==> src/rtl/avg4_pkg.sv <==
// Shared types and widths for the four-sample averaging accumulator.
package avg4_pkg;

  localparam int SAMPLE_W = 4;
  localparam int SUM_W    = 6;
  localparam int BATCH_N  = 4;
  localparam int BCNT_W   = 8;
  localparam int CNT_W    = 2;
  localparam int REM_W    = 2;

  typedef enum logic {
    COLLECT = 1'b0,
    OUT     = 1'b1
  } state_e;

endpackage

==> src/rtl/avg4_shift.sv <==
// Splits a batch sum into floor(sum/4) and sum mod 4 with a plain 2-bit shift.
module avg4_shift
  import avg4_pkg::*;
(
  input  logic [SUM_W-1:0]    sum,
  output logic [SAMPLE_W-1:0] avg,
  output logic [REM_W-1:0]    rem
);

  assign avg = sum[SUM_W-1:REM_W];
  assign rem = sum[REM_W-1:0];

endmodule

==> src/rtl/avg4_accum.sv <==
// Collects four 4-bit samples, then presents their average and remainder
// on a valid/ready output until the downstream side takes it.
module avg4_accum
  import avg4_pkg::*;
(
  input  logic                clk,
  input  logic                rst_n,
  input  logic                in_valid,
  output logic                in_ready,
  input  logic [SAMPLE_W-1:0] in_data,
  input  logic                flush,
  output logic                out_valid,
  input  logic                out_ready,
  output logic [SAMPLE_W-1:0] out_avg,
  output logic [REM_W-1:0]    out_rem,
  output logic [BCNT_W-1:0]   batch_cnt
);

  state_e              state_q, state_d;
  logic [CNT_W-1:0]    cnt_q, cnt_d;
  logic [SUM_W-1:0]    sum_q, sum_d;
  logic                out_valid_q, out_valid_d;
  logic [SAMPLE_W-1:0] out_avg_q, out_avg_d;
  logic [REM_W-1:0]    out_rem_q, out_rem_d;
  logic [BCNT_W-1:0]   batch_cnt_q, batch_cnt_d;

  logic                accept;
  logic [SUM_W-1:0]    sum_next;
  logic [SAMPLE_W-1:0] avg_next;
  logic [REM_W-1:0]    rem_next;

  assign in_ready = (state_q == COLLECT);
  assign accept   = in_valid & in_ready;
  assign sum_next = sum_q + SUM_W'(in_data);

  avg4_shift u_shift (
    .sum (sum_next),
    .avg (avg_next),
    .rem (rem_next)
  );

  always_comb begin
    state_d     = state_q;
    cnt_d       = cnt_q;
    sum_d       = sum_q;
    out_valid_d = out_valid_q;
    out_avg_d   = out_avg_q;
    out_rem_d   = out_rem_q;
    batch_cnt_d = batch_cnt_q;
    case (state_q)
      COLLECT: begin
        // Flush wins over a same-cycle accept, including the batch-closing one.
        if (flush) begin
          cnt_d = '0;
          sum_d = '0;
        end else if (accept) begin
          if (cnt_q == CNT_W'(BATCH_N - 1)) begin
            state_d     = OUT;
            out_valid_d = 1'b1;
            out_avg_d   = avg_next;
            out_rem_d   = rem_next;
            cnt_d       = '0;
            sum_d       = '0;
          end else begin
            cnt_d = cnt_q + CNT_W'(1);
            sum_d = sum_next;
          end
        end
      end
      OUT: begin
        if (out_ready) begin
          state_d     = COLLECT;
          out_valid_d = 1'b0;
          batch_cnt_d = batch_cnt_q + BCNT_W'(1);
        end
      end
      default: state_d = COLLECT;
    endcase
  end

  always_ff @(posedge clk) begin
    if (!rst_n) begin
      state_q     <= COLLECT;
      cnt_q       <= '0;
      sum_q       <= '0;
      out_valid_q <= 1'b0;
      out_avg_q   <= '0;
      out_rem_q   <= '0;
      batch_cnt_q <= '0;
    end else begin
      state_q     <= state_d;
      cnt_q       <= cnt_d;
      sum_q       <= sum_d;
      out_valid_q <= out_valid_d;
      out_avg_q   <= out_avg_d;
      out_rem_q   <= out_rem_d;
      batch_cnt_q <= batch_cnt_d;
    end
  end

  assign out_valid = out_valid_q;
  assign out_avg   = out_avg_q;
  assign out_rem   = out_rem_q;
  assign batch_cnt = batch_cnt_q;

endmodule

==> config.mk <==
export PLATFORM = sky130hd
export DESIGN_NAME = avg4_accum
export DESIGN_NICKNAME = d
export VERILOG_FILES = /design/src/rtl/avg4_pkg.sv /design/src/rtl/avg4_shift.sv /design/src/rtl/avg4_accum.sv
export SDC_FILE = /design/constraint.sdc
export NUM_CORES = 1
export LEC_CHECK = 0
export BUFFER_PORTS_ARGS = -buffer_cell sky130_fd_sc_hd__clkbuf_2
export CAP_MARGIN = 20
export CORE_MARGIN = 3
export CORE_UTILIZATION = 48
export DETAILED_ROUTE_END_ITERATION = 6
export PLACE_DENSITY = 0.71
export SLEW_MARGIN = 10
export SYNTH_ARGS = -nofsm -noshare
export SYNTH_HDL_FRONTEND = slang
export SYNTH_SLANG_ARGS = --single-unit
==> constraint.sdc <==
create_clock -name clk -period 1.87 [get_ports clk]
set_clock_uncertainty 0.15 [all_clocks]
set_input_delay 0.0935 -clock clk [delete_from_list [all_inputs] [get_ports clk]]
set_output_delay 0.0935 -clock clk [all_outputs]
set_load 0.02 [all_outputs]
==> results of run 1 <==
## power by group
group	switching [mW]	internal [mW]	leakage, nW
sequential	0.00648	0.520	0.194
combinational	0.0612	0.0626	0.441
clock	0.154	0.119	0.0210
total	0.222	0.702	0.656
## critical path: cells and delay by family, from the launching register on
family                   cells  cell delay (ns)
AO/OA/AOI/OAI                2             0.21
AND/OR/NAND/NOR              2             0.35
adder cells (fa/ha/maj)      2             0.50
buffers and inverters        2             0.15
flip-flops                   1             0.37
## layout make-up
class                   count  area (um2)
multi-input cells          95         736
inverters                   5        18.8
fillers                   199         797
well taps                  28        35.0
repair buffers             35         214
flip-flops and latches     24         482
clock buffers               4        36.3
## synth_stat cells, types with 2 or more instances
library cell  count
mux2i_1           2
and2_1           10
o311ai_0          3
a22oi_1           2
and3_1            4
nor2_1            3
nor4b_1           2
o21ai_0           3
inv_1             5
nor2b_1           8
nand4_1           4
ha_1              6
xnor2_1           8
a21boi_0          2
nand3_1           5
nand2_1          12
clkbuf_1          4
dfxtp_1          24
a21oi_1           3
## stage by stage
stage	area, um2	util	hold WS, ns
2_1_floorplan	1230	-	0.138
3_3_place_gp	1420	0.611	0.300
3_5_place_dp	1420	0.611	0.299
4_1_cts	1490	0.641	0.0308
5_1_grt	1520	0.656	0.0126
6_report	1520	0.656	0.0339
## worst paths after layout
kind / start / end / slack (ns) / cells after the start
worst max register to register: sum_q[0] / sum_q[4] / 0.08 / 8
worst min register to register: out_valid / out_valid / 0.35 / 2
worst min-delay path: in_data[0] / sum_q[0] / 0.03 / 4
worst max-delay path: sum_q[0] / sum_q[4] / 0.08 / 8
## layer usage
layer  track usage  routed length, um  up-vias
met1         0.209               1150      472
met4        0.0508                 27        0
met2         0.284               1210       17
met3        0.0506                101        4
met5             0                  0        -
li1              -                  -      529
## state kept, by name (all words and copies together) (netlist names)
signal and cells:
state_q 1, batch_cnt 8, out_rem 2, out_avg 4, out_valid 1, sum_q 6, cnt_q 2
## kinds of logic (layout without fill, tap and decap cells)
group	Yosys count	in the layout	share of synthesized area
simple gates	57	57	0.281
flops	24	24	0.389
compound gates	21	21	0.139
buf+inv	11	44	0.0406
xor+xnor	8	8	0.0568
fa+ha+maj	7	7	0.0771
mux	2	2	0.0162
## what timing repair did
action                                 4_1_cts  5_1_grt
hold buffers                                 3        0
resized for setup                            3        9
setup endpoints to repair                    2        3
pin swaps                                    0        5
endpoints found under the hold margin       10        0
==> run metrics, run 1 <==
status=completed; min cycle time layout=1.79 ns; Post-synth top flop=dfxtp_1; most frequent cells in the layout=24 x clkbuf_2, 23 x dfxtp_1, 12 x nand2_1; total routing usage reported by global routing=0.170; syn avg cell area=9.49 um2; top-area cell type share of the netlist area=0.389; Max Fclk=557 MHz; Site Rows=17; Yosys top cell by area=dfxtp_1; crit path max fanout=3; asr flop ratio synth=0; Critical Path RT=1.97 ns; Via Count=1,022; share of layout cells above drive strength 1=0.307; H-tree depth=1; CTS tree=built; Diodes inserted=0; clock sinks=24; Synth area leaders=dfxtp_1 39%, ha_1 6.1%, xnor2_1 5.7%, and2_1 5.1%, nor2b_1 4.1%; Setup CP Type=flip-flop to flip-flop; Root Driver=clkbuf_4; port buffer count=24; global route overflow=0; Final setup viols=0; Power Density=607 nW/um2; RSZ-0062 raised after global routing=true; Hold Path Class=input port to flip-flop; global-route wire length before repair=4280 um; post-route insts no fill=191; Max Cap Violations=0; initial core utilization=0.532; post-route ant nets=0; slew margin rel.=0.775; Mapped Area=1230 um2; number of synthesized register bits=24; Post-Place Worst Slack=-0.0812 ns; register area share after synthesis=0.389; CTS clock-pin slew for the worst setup and hold paths=0.13 ns; GP Congestion=0.836; Post-route DRC=0; cts bufs inserted=3; Die H=56.7 um; Detailed Place HPWL=1840 um; Die W=56.7 um; NumNets Final=180; Yosys cell types=39; DP Cell Count=184; synthesis-to-finish area growth=23.3%; Slew @ Worst Pin=0.333 ns; commonest non-fill, non-tap cell in the layout=clkbuf_2; post-CTS setup buffers=0; vias per inst=5.35; Pleak=0.656 nW; total die area=3210 um2; drt wl/cell=13.1 um; Hold Fails Final Rpt=0; setup TNS=0 ns; syn_nets=146; Worst Path Arrival=1.90 ns; critical path's slowest cell=dfxtp_2; I/O pin cnt=25; CORE AREA=2320 um2; Starting DRT DRC Count=10; Power Total=0.923 mW; setup ws final=0.0759 ns; Clock Tree Buf Depth=2; drt total wl=2500 um; vias in the first global route=972; max incr delay on CP=0.37 ns; critical path cell sequence=ha_4, inv_2, fa_2, nor2b_2, o21ai_2, and2b_2, buf_6, o211ai_2; 1st-pass router iterations=4; crit path launch type=flip-flop; critical path endpoint category=flip-flop; largest net degree at the start of global routing=22; number of synthesized flops with an enable pin=0; peak supply drop=0.549 mV; initial antenna violation count=0; Final Max Slew Viols=0; worst skew pair latency=0.31 ns; Ys Warns=0; Mapped Cells=130; period utilization=0.959
No activity file was read; power rests on OpenSTA's default activity.
==> inputs of run 2 (changes only) <==
Settings changed: ABC_AREA from default to 1, PLACE_DENSITY 0.71 to 0.81.
==> run 2 against run 1 <==
  * Via count grew 10%
  * Utilization shrank 3.2 points
  * Critical path depth is the same
  * Largest power group unchanged
  * Worst setup slack lost 0.029 ns
  * Critical path type unchanged
  * Global-route usage grew 0.80 points
  * Non-clock buffer count shrank 6
  * First-iteration DRC count grew to 3.2 times the previous value
  * Highest routed layer unchanged
  * Synthesized cell count grew 26%
  * Sequential power shrank 0.8%
  * Register-to-register slack lost 0.03 ns
  * Worst hold slack lost 0.020 ns
  * Synthesized area shrank 3.0%
==> run metrics, run 2 <==
status=completed; global-route wire length before repair=4560 um; R2R Path End=sum_q[4]; number of synthesized flops with an enable pin=0; I/O pin cnt=25; Starting DRT DRC Count=32; Post-synth top flop=dfxtp_1; crit path launch type=flip-flop; drt wl/cell=11.7 um; syn avg cell area=7.29 um2; Worst Setup EP=sum_q[4]; Hold Fails Final Rpt=0; Final Max Slew Viols=0; Synth area leaders=dfxtp_1 40%, nand2_1 14%, a21oi_1 7.1%, ha_1 6.3%, inv_1 6.0%; DP Cell Count=215; Pleak=0.669 nW; port buffer count=24; Root Driver=clkbuf_4; top-count cell post-synth=nand2_1; syn_nets=180; initial core utilization=0.521; Max Cap Violations=0; Power Density=582 nW/um2; Die W=55.9 um; Via Count=1,124; Post-Place Worst Slack=-0.0212 ns; worst reg-to-reg path cell count=8; CTS tree=built; Die H=55.9 um; total die area=3130 um2; NumNets Final=213; Final Util=0.624; synthesis-to-finish area growth=19.9%; crit path max fanout=3; Post-route DRC=0; number of synthesized register bits=24; RSZ-0062 raised after global routing=true; cts bufs inserted=3; vias per inst=5.04; clock sinks=24; Synth top cells by count=44 x nand2_1, 24 x dfxtp_1, 19 x inv_1, 18 x nor2_1, 17 x a21oi_1; Critical Path RT=1.96 ns; critical path endpoint category=flip-flop; most frequent cells in the layout=44 x nand2_1, 24 x clkbuf_2, 23 x dfxtp_1; CORE AREA=2300 um2; fill cell count=213; asr flop ratio synth=0; share of layout cells above drive strength 1=0.226; Detailed Place HPWL=1980 um; slew margin rel.=0.657; setup ws final=0.0472 ns; Hold Path Class=input port to flip-flop; Setup CP Type=flip-flop to flip-flop; Final setup viols=0; global route overflow=0; largest net degree at the start of global routing=18; post-route ant nets=0; Yosys top cell by area=dfxtp_1; Critical Path Source=sum_q[0]; Clock Tree Buf Depth=2; register area share after synthesis=0.402; Yosys cell types=26; setup TNS=0 ns; worst skew pair latency=0.31 ns; reg-to-reg slack, setup=0.05 ns; total routing usage reported by global routing=0.178; peak supply drop=0.437 mV; initial antenna violation count=0; Worst Path Arrival=1.91 ns; GP Congestion=0.893; commonest non-fill, non-tap cell in the layout=nand2_1; period utilization=0.975; Mapped Cells=164; Slew @ Worst Pin=0.511 ns; H-tree depth=1; 1st-pass router iterations=4; worst r2r src=sum_q[0]; top-area cell type share of the netlist area=0.402; post-route insts no fill=223; Max Fclk=549 MHz; Mapped Area=1200 um2; flip-flop count of the largest register after layout=8; Ys Warns=0; Diodes inserted=0; CTS clock-pin slew for the worst setup and hold paths=0.13 ns; drt total wl=2600 um; Final Hold Slack=0.0142 ns; vias in the first global route=1,119; min cycle time layout=1.82 ns; Site Rows=17
## run 2: cell types whose count changed in the layout (fill, tap and decap cells not counted), sizes merged, moves of 5 or more
cell and delta:
o21ai +5, xnor2 -7, nand2 +33, a21oi +14, nor2 +16, and2 -10, inv +16, nor2b -8
buf -6
## run 2: critical path, cell delays in order, from the launching register on
cell,delay (ns)
dfxtp_2,0.38
ha_4,0.15
inv_2,0.04
fa_2,0.36
nand3b_1,0.17
nand2_1,0.09
xor2_1,0.18
nand2_1,0.09
a21oi_2,0.14
## run 2: through the flow
step                area (um2)  power (mW)
global placement          1350       0.607
detailed placement        1350       0.610
finish                    1430       0.834
floorplan                 1200       0.583
global route              1430       0.878
CTS                       1410       0.837
## run 2: metal layers
layer / routed length (um) / track usage / vias to the layer above / share of wire
met4: 36 / 0.0678 / 0 / 0.014
met5: 0 / 0 / - / 0
li1: - / - / 587 / -
met1: 1110 / 0.210 / 504 / 0.43
met3: 138 / 0.0325 / 5 / 0.053
met2: 1310 / 0.318 / 28 / 0.50
## run 2: timing repair
item                                    4_1_cts  5_1_grt
hold buffers                                  3        0
endpoints found under the setup margin        1        1
setup buffers                                 0        2
pin swaps                                     0        4
endpoints found under the hold margin        13        0
gates resized for setup                       3        3
## run 2: final cells by class
cell class                 count  area [um2]  share of cell area
sequential                    24         482               0.336
tap                           28        35.0              0.0244
multi-input combinational    116         642               0.448
timing repair buffer          29         165               0.115
clock buffer                   3        22.5              0.0157
inverter                      23        87.6              0.0611
## run 2: report_power, final
part | leakage (nW) | switching [mW] | internal, mW
logic | 0.460 | 0.0509 | 0.0372
registers | 0.194 | 0.00488 | 0.518
clock network | 0.0138 | 0.148 | 0.0753
total | 0.669 | 0.203 | 0.630
## run 2: how the worst min path moves through the flow
stage,from,to,depth (start not counted)
global route,in_valid,out_valid,3
global placement,rst_n,batch_cnt[2],3
CTS,in_valid,out_valid,3
detailed placement,rst_n,batch_cnt[2],3
finish,in_valid,out_valid,3
floorplan,rst_n,batch_cnt[0],2
## run 2: kinds of logic after synthesis
| family | after synthesis | synth area share |
|---|---|---|
| buffers and inverters | 24 | 0.0774 |
| adder cells (fa/ha/maj) | 7 | 0.0795 |
| XOR/XNOR | 3 | 0.0220 |
| AO/OA/AOI/OAI | 25 | 0.108 |
| flip-flops | 24 | 0.402 |
| AND/OR/NAND/NOR | 81 | 0.312 |
==> inputs of run 3 (changes only) <==
Settings changed: MAX_ROUTING_LAYER from default to met4, PLACE_DENSITY 0.81 to 0.85.
==> run 3 against run 2 <==
  * Flip-flop and latch count unchanged
  * Worst hold slack got worse by 0.0020 ns
  * Count of clock-buffer cells in the layout increased by 1
  * Via count increased by 1.9%
  * Die area unchanged
  * Combinational power increased by 4.0%
  * Largest cell class unchanged
==> run metrics, run 3 (synthesized netlist as in run 2, its figures left out) <==
Slew @ Worst Pin=0.464 ns; Site Rows=17; initial core utilization=0.521; setup ws final=0.0591 ns; area of the multi-input gates=642 um2; status=completed; synthesis-to-finish area growth=21.7%; Die W=55.9 um; global-route wire length before repair=4700 um; Hold Path Class=input port to flip-flop; Pleak=0.681 nW; 1st-pass router iterations=4; RSZ-0062 raised after global routing=true; Hold Fails Final Rpt=0; port buffer count=24; Max Fclk=552 MHz; crit path launch type=flip-flop; slew margin rel.=0.689; post-route cell area=1460 um2; Storage cell area=482 um2; most frequent cells in the layout=44 x nand2_1, 24 x clkbuf_2, 23 x dfxtp_1; clock sinks=24; Final setup viols=0; Worst Path Arrival=1.92 ns; DP Cell Count=216; share of layout cells above drive strength 1=0.234; reg-to-reg slack, setup=0.06 ns; vias in the first global route=1,081; worst skew pair latency=0.33 ns; Critical Path RT=1.98 ns; crit path max fanout=3; NumNets Final=214; global route overflow=0; post-route insts no fill=225; H-tree depth=1; post-route ant nets=0; critical path endpoint category=flip-flop; total routing usage reported by global routing=0.191; Via Count=1,145; CTS tree=built; min cycle time layout=1.81 ns; setup TNS=0 ns; Post-route DRC=0; I/O pin cnt=25; Final Max Slew Viols=0; drt total wl=2800 um; peak supply drop=0.637 mV; commonest non-fill, non-tap cell in the layout=nand2_1; Area after DPL=1350 um2; Max Cap Violations=0; CORE AREA=2300 um2; Die H=55.9 um; total die area=3130 um2; Starting DRT DRC Count=29; cts bufs inserted=3; Power Density=618 nW/um2; Diodes inserted=0; initial antenna violation count=0; vias per inst=5.09; Root Driver=clkbuf_4; largest net degree at the start of global routing=14; Clock Tree Buf Depth=2; drt wl/cell=12.4 um; CTS clock-pin slew for the worst setup and hold paths=0.14 ns; GP Congestion=0.836; fill cell count=214; Final Util=0.633; Setup CP Type=flip-flop to flip-flop; period utilization=0.968; flip-flop count of the largest register after layout=8; Post-Place Worst Slack=-0.00947 ns; Detailed Place HPWL=2050 um
run 3: cell count changes in the layout (fill, tap and decap cells not counted):
| cell | previous run | this run |
|---|---|---|
| buf_4 | 2 | 3 |
| clkbuf_8 | 0 | 1 |
run 3: metal layers:
metal,global-route usage,wire length (um)
met2,0.350,1460
met4,0.0644,39
met3,0.0510,119
met1,0.197,1170
met5,-,0
run 3: final cells by class:
class                   count  area share
clock buffers               4      0.0249
inverters                  23      0.0602
multi-input cells         116       0.441
flip-flops and latches     24       0.331
well taps                  28      0.0241
repair buffers             30       0.119
run 3: power by group:
part           leakage (nW)  total [mW]  switching [mW]  internal [mW]
logic                 0.465      0.0916          0.0533         0.0383
clock network        0.0210       0.285           0.166          0.119
registers             0.194       0.523         0.00502          0.518
total                 0.681       0.900           0.224          0.676
run 3: path summary, 6_finish.rpt:
check	cells after the start	start	endpoint
setup / recovery	8	sum_q[0]	sum_q[4]
hold / removal	3	in_valid	out_valid
setup reg to reg	8	sum_q[0]	sum_q[4]
hold reg to reg	2	sum_q[2]	sum_q[2]
run 3: through the flow:
step	hold WS, ns	total power [mW]
after floorplan	0.0665	0.583
after global placement	0.260	0.608
after detailed placement	0.272	0.612
after CTS	0.00526	0.895
after global routing	0.0285	0.937
final	0.0122	0.900
run 3: critical path, stage by stage, from the launching register on:
cell,delay [ns]
dfxtp_2,0.38
ha_4,0.15
inv_2,0.05
fa_2,0.37
nand3b_1,0.16
nand2_1,0.07
xor2_1,0.18
nand2_1,0.09
a21oi_2,0.15
run 3: repair_timing:
item | CTS | global route
gates resized for setup | 2 | 4
pin swaps | 0 | 4
hold endpoints to repair | 16 | 0
setup endpoints to repair | 1 | 1
buffers inserted | 0 | 2
hold buffers | 3 | 0
